## config.mk

```make
export PLATFORM = sky130hd
export DESIGN_NAME = wb_arbiter
export DESIGN_NICKNAME = d
export VERILOG_FILES = /design/src/rtl/wb_arbiter.sv
export SDC_FILE = /design/constraint.sdc
export NUM_CORES = 1
export LEC_CHECK = 0
export CAP_MARGIN = 30
export CORE_MARGIN = 3
export CORE_UTILIZATION = 50
export DETAILED_ROUTE_END_ITERATION = 7
export HOLD_SLACK_MARGIN = 0.05
export PLACE_DENSITY_LB_ADDON = 0.15
export SKIP_LAST_GASP = 1
export SYNTH_ARGS = -nofsm -noshare
export SYNTH_HDL_FRONTEND = slang
export SYNTH_SLANG_ARGS = --single-unit
```

## constraint.sdc

```tcl
create_clock -name clk -period 6 [get_ports clk]
set_input_delay 0.6 -clock clk [delete_from_list [all_inputs] [get_ports clk]]
set_output_delay 0.6 -clock clk [all_outputs]
set_load 0.03 [all_outputs]
```

## src/rtl/wb_arbiter.sv

```systemverilog
// Write-back arbiter: owns the register file's single write port, merging
// single-cycle ALU results with in-order load returns, and keeps a per-register
// busy scoreboard so the issue stage can stall on pending loads.
// r15 reads as PC in the register file, so commits to r15 never raise write.
module wb_arbiter #(
    parameter int DATAWIDTH = 16,
    parameter int REGWIDTH  = 4,
    parameter int LDDEPTH   = 4
) (
    input  logic                 clk,
    input  logic                 reset,
    input  logic                 alu_valid,
    input  logic [REGWIDTH-1:0]  alu_dst,
    input  logic [DATAWIDTH-1:0] alu_data,
    input  logic                 ld_issue,
    input  logic [REGWIDTH-1:0]  ld_dst,
    output logic                 ld_ready,
    input  logic                 mem_valid,
    input  logic [DATAWIDTH-1:0] mem_data,
    output logic                 mem_ready,
    input  logic [REGWIDTH-1:0]  q_src,
    input  logic [REGWIDTH-1:0]  q_dst,
    output logic                 hazard,
    output logic                 write,
    output logic [REGWIDTH-1:0]  rDst,
    output logic [DATAWIDTH-1:0] write_data,
    output logic                 err
);

    localparam int NREG = 1 << REGWIDTH;
    localparam int PW   = $clog2(LDDEPTH);
    localparam int CW   = $clog2(LDDEPTH + 1);
    localparam logic [CW-1:0]       DEPTH_C = CW'(LDDEPTH);
    localparam logic [REGWIDTH-1:0] PC_REG  = {REGWIDTH{1'b1}};

    // Outstanding-load tag FIFO
    logic [REGWIDTH-1:0] fifo_r [LDDEPTH];
    logic [PW-1:0]       wr_ptr_r;
    logic [PW-1:0]       rd_ptr_r;
    logic [CW-1:0]       count_r;

    // Return parked behind an ALU commit
    logic                 hold_v_r;
    logic [REGWIDTH-1:0]  hold_tag_r;
    logic [DATAWIDTH-1:0] hold_data_r;

    logic [NREG-1:0]      busy_r;
    logic                 write_r;
    logic [REGWIDTH-1:0]  rdst_r;
    logic [DATAWIDTH-1:0] wdata_r;
    logic                 err_r;

    logic                 ld_push_s;
    logic                 mem_acc_s;
    logic                 mem_err_s;
    logic                 alu_err_s;
    logic [REGWIDTH-1:0]  head_tag_s;
    logic                 commit_v_s;
    logic                 commit_ld_s;
    logic [REGWIDTH-1:0]  commit_dst_s;
    logic [DATAWIDTH-1:0] commit_data_s;
    logic                 hold_fill_s;
    logic                 hold_drain_s;
    logic [NREG-1:0]      clr_mask_s;
    logic [NREG-1:0]      set_mask_s;
    logic [NREG-1:0]      busy_next_s;

    assign ld_ready   = (count_r < DEPTH_C) & ~busy_r[ld_dst];
    assign mem_ready  = ~hold_v_r;
    assign hazard     = busy_r[q_src] | busy_r[q_dst];
    assign ld_push_s  = ld_issue & ld_ready;
    assign mem_acc_s  = mem_valid & ~hold_v_r & (count_r != {CW{1'b0}});
    // A return with no outstanding tag has nothing to pair with
    assign mem_err_s  = mem_valid & (count_r == {CW{1'b0}});
    assign alu_err_s  = alu_valid & busy_r[alu_dst];
    assign head_tag_s = fifo_r[rd_ptr_r];

    assign write      = write_r;
    assign rDst       = rdst_r;
    assign write_data = wdata_r;
    assign err        = err_r;

    // Commit selection: ALU beats the hold entry, which beats a direct return
    always_comb begin
        commit_v_s    = 1'b0;
        commit_ld_s   = 1'b0;
        commit_dst_s  = {REGWIDTH{1'b0}};
        commit_data_s = {DATAWIDTH{1'b0}};
        hold_fill_s   = 1'b0;
        hold_drain_s  = 1'b0;
        if (alu_valid) begin
            commit_v_s    = 1'b1;
            commit_dst_s  = alu_dst;
            commit_data_s = alu_data;
            hold_fill_s   = mem_acc_s;
        end else if (hold_v_r) begin
            commit_v_s    = 1'b1;
            commit_ld_s   = 1'b1;
            commit_dst_s  = hold_tag_r;
            commit_data_s = hold_data_r;
            hold_drain_s  = 1'b1;
            hold_fill_s   = mem_acc_s;
        end else if (mem_acc_s) begin
            commit_v_s    = 1'b1;
            commit_ld_s   = 1'b1;
            commit_dst_s  = head_tag_s;
            commit_data_s = mem_data;
        end else begin
            commit_v_s    = 1'b0;
        end
    end

    // Scoreboard update: a committing load clears, an accepted load sets (set wins)
    always_comb begin
        clr_mask_s  = commit_ld_s ? (NREG'(1) << commit_dst_s) : {NREG{1'b0}};
        set_mask_s  = (ld_push_s && (ld_dst != PC_REG)) ? (NREG'(1) << ld_dst) : {NREG{1'b0}};
        busy_next_s = (busy_r & ~clr_mask_s) | set_mask_s;
    end

    // State registers: tag FIFO, hold entry, scoreboard, write port and error flag
    always_ff @(posedge clk) begin
        if (reset) begin
            for (int i = 0; i < LDDEPTH; i++) begin
                fifo_r[i] <= {REGWIDTH{1'b0}};
            end
            wr_ptr_r    <= {PW{1'b0}};
            rd_ptr_r    <= {PW{1'b0}};
            count_r     <= {CW{1'b0}};
            hold_v_r    <= 1'b0;
            hold_tag_r  <= {REGWIDTH{1'b0}};
            hold_data_r <= {DATAWIDTH{1'b0}};
            busy_r      <= {NREG{1'b0}};
            write_r     <= 1'b0;
            rdst_r      <= {REGWIDTH{1'b0}};
            wdata_r     <= {DATAWIDTH{1'b0}};
            err_r       <= 1'b0;
        end else begin
            if (ld_push_s) begin
                fifo_r[wr_ptr_r] <= ld_dst;
                wr_ptr_r         <= wr_ptr_r + PW'(1);
            end
            if (mem_acc_s) begin
                rd_ptr_r <= rd_ptr_r + PW'(1);
            end
            case ({ld_push_s, mem_acc_s})
                2'b10:   count_r <= count_r + CW'(1);
                2'b01:   count_r <= count_r - CW'(1);
                default: count_r <= count_r;
            endcase
            if (hold_fill_s) begin
                hold_v_r    <= 1'b1;
                hold_tag_r  <= head_tag_s;
                hold_data_r <= mem_data;
            end else if (hold_drain_s) begin
                hold_v_r <= 1'b0;
            end
            busy_r  <= busy_next_s;
            write_r <= commit_v_s & (commit_dst_s != PC_REG);
            if (commit_v_s) begin
                rdst_r  <= commit_dst_s;
                wdata_r <= commit_data_s;
            end
            if (mem_err_s | alu_err_s) begin
                err_r <= 1'b1;
            end
        end
    end

endmodule

```

==> results by group <==
Outcome
  – Status: finished clean

Logic synthesis
  – Mux cell area share after synthesis: 13.25%
  – Fraction of the mapped netlist area in adder cells: 0.7589%
  – Synth Area in XOR/XNOR: 1.022%
  – Main combinational cell family by area after synthesis: simple AND/OR/NAND/NOR gates
  – Syn avg cell area: between 9 and 10 um2
  – EDFF count, synth: 16
  – Mapped Nets: 528
  – Dominant synthesized flop cell: dfxtp_1
  – Post-synthesis simple-gate area fraction: 22.21%
  – Post-synthesis sequential area ratio: 42.97%
  – Count of cell types in the netlist: 44
  – Synth Instances: 473
  – Asr flop ratio synth: 0%
  – Post-synthesis register bit count: 84
  – Synth Cell Area: 4287 um2
  – Compound-Gate Fraction of Synth Area: between 10% and 20%
  – Syn. warnings: 0

Detailed routing
  – Drt first pass iters: 5
  – Antenna-violating nets left: 0
  – DRT Wirelength: between 10000 and 15000 um
  – Post-DR wirelength/cell: 16.72 um
  – Via density per instance: ~5.7
  – Starting DRT DRC Count: around 190
  – DRC: 0
  – Via count: 3697

Clock tree
  – TritonCTS Buffers: 9
  – Htree depth: 3
  – Clock root buffer: clkbuf_8
  – CTS Buffer Depth: 2
  – Clock Pin Slew Worst Setup and Hold Paths: 0.08 ns
  – CTS tree: done
  – Clock sink count: 84
  – Post_cts resized: 0
  – # hold bufs at CTS: 0
  – Postcts setup bufs: 0
  – Clk Latency, worst-skew pair: 0.36 ns

Global routing
  – Gr usage total: 23.29%
  – Routing usage on met2: between 30% and 40%
  – Largest net degree at the start of global routing: 78
  – Global-route met1 utilization: 30.32%
  – Busiest grt layer: met2
  – Via count of the first global-routing pass: roughly 3700
  – Initial antenna violation count: 0
  – Remaining Overflow, GRT: 0
  – Met3 Usage GRT: 4.317%
  – First-pass GRT wire length: 18280 um

STA
  – Slew margin rel.: 44.76%
  – Clock period minus worst slack: ~3.7 ns
  – Slew Limit Fails: 0
  – Unrepaired setup endpoints after global routing: false
  – Setup TNS: 0 ns
  – Worst clock skew: roughly 0.016 ns
  – Part of the cycle the worst path needs: ~62%
  – Endpoints failing setup: 0
  – FMAX: approximately 270 MHz
  – Final Hold Vio Count: 0
  – Worst-Margin Slew: just over 0.8 ns

Floorplanning
  – Core area: 8258 um2
  – Die area: 9720 um2
  – Die width: 98.59 um
  – Boundary pin count: 78
  – Chip Height: 98.59 um
  – Initial cell density of the core: 51.91%
  – Row Count: 33

Setup path
  – Crit-path max FO: 4
  – CP Launch Type: input port
  – Crit end category: output pin
  – Kind of critical path: in2out
  – Crit path required time: between 5 and 6 ns
  – Critical path arrival: approximately 3.1 ns
  – Reg2reg end: count_r[2]$_SDFFE_PP0P_
  – Reg2reg path depth: 9
  – Critical R2R Launch: busy_r[15]$_SDFF_PP0_
  – R2r setup slk: 3.17 ns

Job
  – Max-Cap Viols: 0

Min path
  – Hold Startpoint: hold_data_r[8]$_SDFFE_PP0P_
  – Worst hold path cell count: 2
  – Hold Path Class: reg2reg
  – Hold Path Sink: hold_data_r[8]$_SDFFE_PP0P_

Layout
  – Number of fill cells in the layout: 716
  – Diode count: 0
  – Register area: between 1500 and 2000 um2
  – Final net count: 592
  – Syn-to-layout area delta: 23.12%
  – Share of layout cells above drive strength 1: between 10% and 20%
  – Design Area, Final: 5278 um2
  – Area used by multi-input combinational logic: 2296 um2
  – Utilization after layout: 63.91%

Pwr
  – Pwr per Cell Area: 312.2 nW/um2
  – Pwr Total: 1.647 mW
  – Worst vdd ir: 0.0001482 V
  – Leak pwr: 1.863 nW

Place
  – DP Area: approximately 5000 um2
  – Post-DP HPWL: 7611 um
  – GPL Wtd Cong: 0.8814
  – Port Buffers: 77
==> synth_stat cells, types with 2 or more instances <==
cell | instances | area share (%)
or2_2 | 3 | 0.44
a21o_1 | 2 | 0.35
o31ai_1 | 2 | 0.35
a221oi_1 | 2 | 0.41
buf_6 | 3 | 0.79
clkbuf_1 | 25 | 2.2
nor2b_1 | 18 | 2.6
xor2_1 | 3 | 0.61
nand2_1 | 106 | 9.3
inv_1 | 5 | 0.44
edfxtp_1 | 16 | 11
a21oi_1 | 43 | 5.0
dfxtp_1 | 68 | 32
a311o_1 | 18 | 4.2
nand2b_1 | 14 | 2.0
a211oi_1 | 2 | 0.35
xnor2_1 | 2 | 0.41
and3b_1 | 3 | 0.61
a31o_2 | 2 | 0.41
nor2_2 | 4 | 0.58
o21ai_0 | 31 | 3.6
or3_1 | 5 | 0.73
mux2i_1 | 5 | 1.2
mux4_2 | 22 | 12
nor3b_1 | 2 | 0.35
nor2_1 | 45 | 3.9
and2_1 | 3 | 0.44
nand3_1 | 3 | 0.35
==> layout make-up <==
cell class	instances	share of cell area, %
inverter	6	0.4267
sequential	84	34.90
clock inverter	7	0.9720
multi-input combinational	354	43.50
timing repair buffer	82	15.36
tap	105	2.489
clock buffer	9	2.347
==> logic make-up after synthesis <==
family | after synthesis
xor+xnor | 5
compound gates | 108
fa+ha+maj | 2
flops | 84
simple gates | 211
mux | 28
buf+inv | 35
==> where the power goes <==
group | leakage (nW) | switching (mW) | internal (mW) | total, mW
combinational | 1.05 | 0.327 | 0.241 | 0.567
sequential | 0.722 | 0.0581 | 0.652 | 0.710
clock | 0.0872 | 0.218 | 0.152 | 0.370
total | 1.86 | 0.603 | 1.04 | 1.65
==> registers in the layout (all words and copies together), names as in the netlist, named ones only <==
register,flops
wr_ptr_r,2
rDst,4
fifo_r,16
hold_tag_r,4
err,1
count_r,3
write,1
hold_data_r,16
write_data,16
rd_ptr_r,2
busy_r,16
hold_v_r,1
==> cells in the final DEF (no fill, tap or decap), drive strengths merged, types with 5 or more instances in the layout <==
| master | n |
|---|---|
| clkinv | 6 |
| o21ai | 32 |
| nor2b | 18 |
| nand2 | 106 |
| buf | 6 |
| clkbuf | 9 |
| a21oi | 44 |
| edfxtp | 16 |
| or3 | 5 |
| mux2i | 6 |
| inv | 6 |
| dfxtp | 68 |
| clkdlybuf4s50 | 76 |
| a311o | 18 |
| mux4 | 22 |
| nand2b | 15 |
| nor2 | 49 |
==> metrics by stage <==
step                hold slack [ns]  setup WS (ns)  cells
detailed placement           0.4484          2.227    631
CTS                          0.4604          2.269    647
finish                       0.4574          2.289    647
global placement             0.4385          2.318    630
floorplan                    0.4321          3.047    473
global route                 0.4822          2.197    647
==> routing by layer <==
| layer | wire (um) | part of all wire (%) | vias to the layer above |
|---|---|---|---|
| met5 | 0 | 0 | - |
| met4 | 269 | 2.5 | 0 |
| met3 | 695 | 6.4 | 21 |
| met2 | 5164 | 48 | 133 |
| met1 | 4687 | 43 | 1750 |
| li1 | - | - | 1793 |
==> how the worst max path moves through the flow <==
| stage | startpoint | to | slack [ns] |
|---|---|---|---|
| 6_report | q_dst[0] | hazard | 2.29 |
| 5_1_grt | q_src[0] | hazard | 2.20 |
| 4_1_cts | q_dst[0] | hazard | 2.27 |
| 3_5_place_dp | ld_dst[1] | count_r[2]$_SDFFE_PP0P_ | 2.23 |
| 3_3_place_gp | q_src[0] | hazard | 2.32 |
| 2_1_floorplan | ld_dst[1] | count_r[2]$_SDFFE_PP0P_ | 3.05 |
==> worst max-delay path, stage by stage <==
cell and delay, ns:
clkdlybuf4s50_1 0.62, mux4_2 0.54, mux4_2 0.47, or2_2 0.30
clkdlybuf4s50_1 0.59
Power figures use the tool's default switching activity.
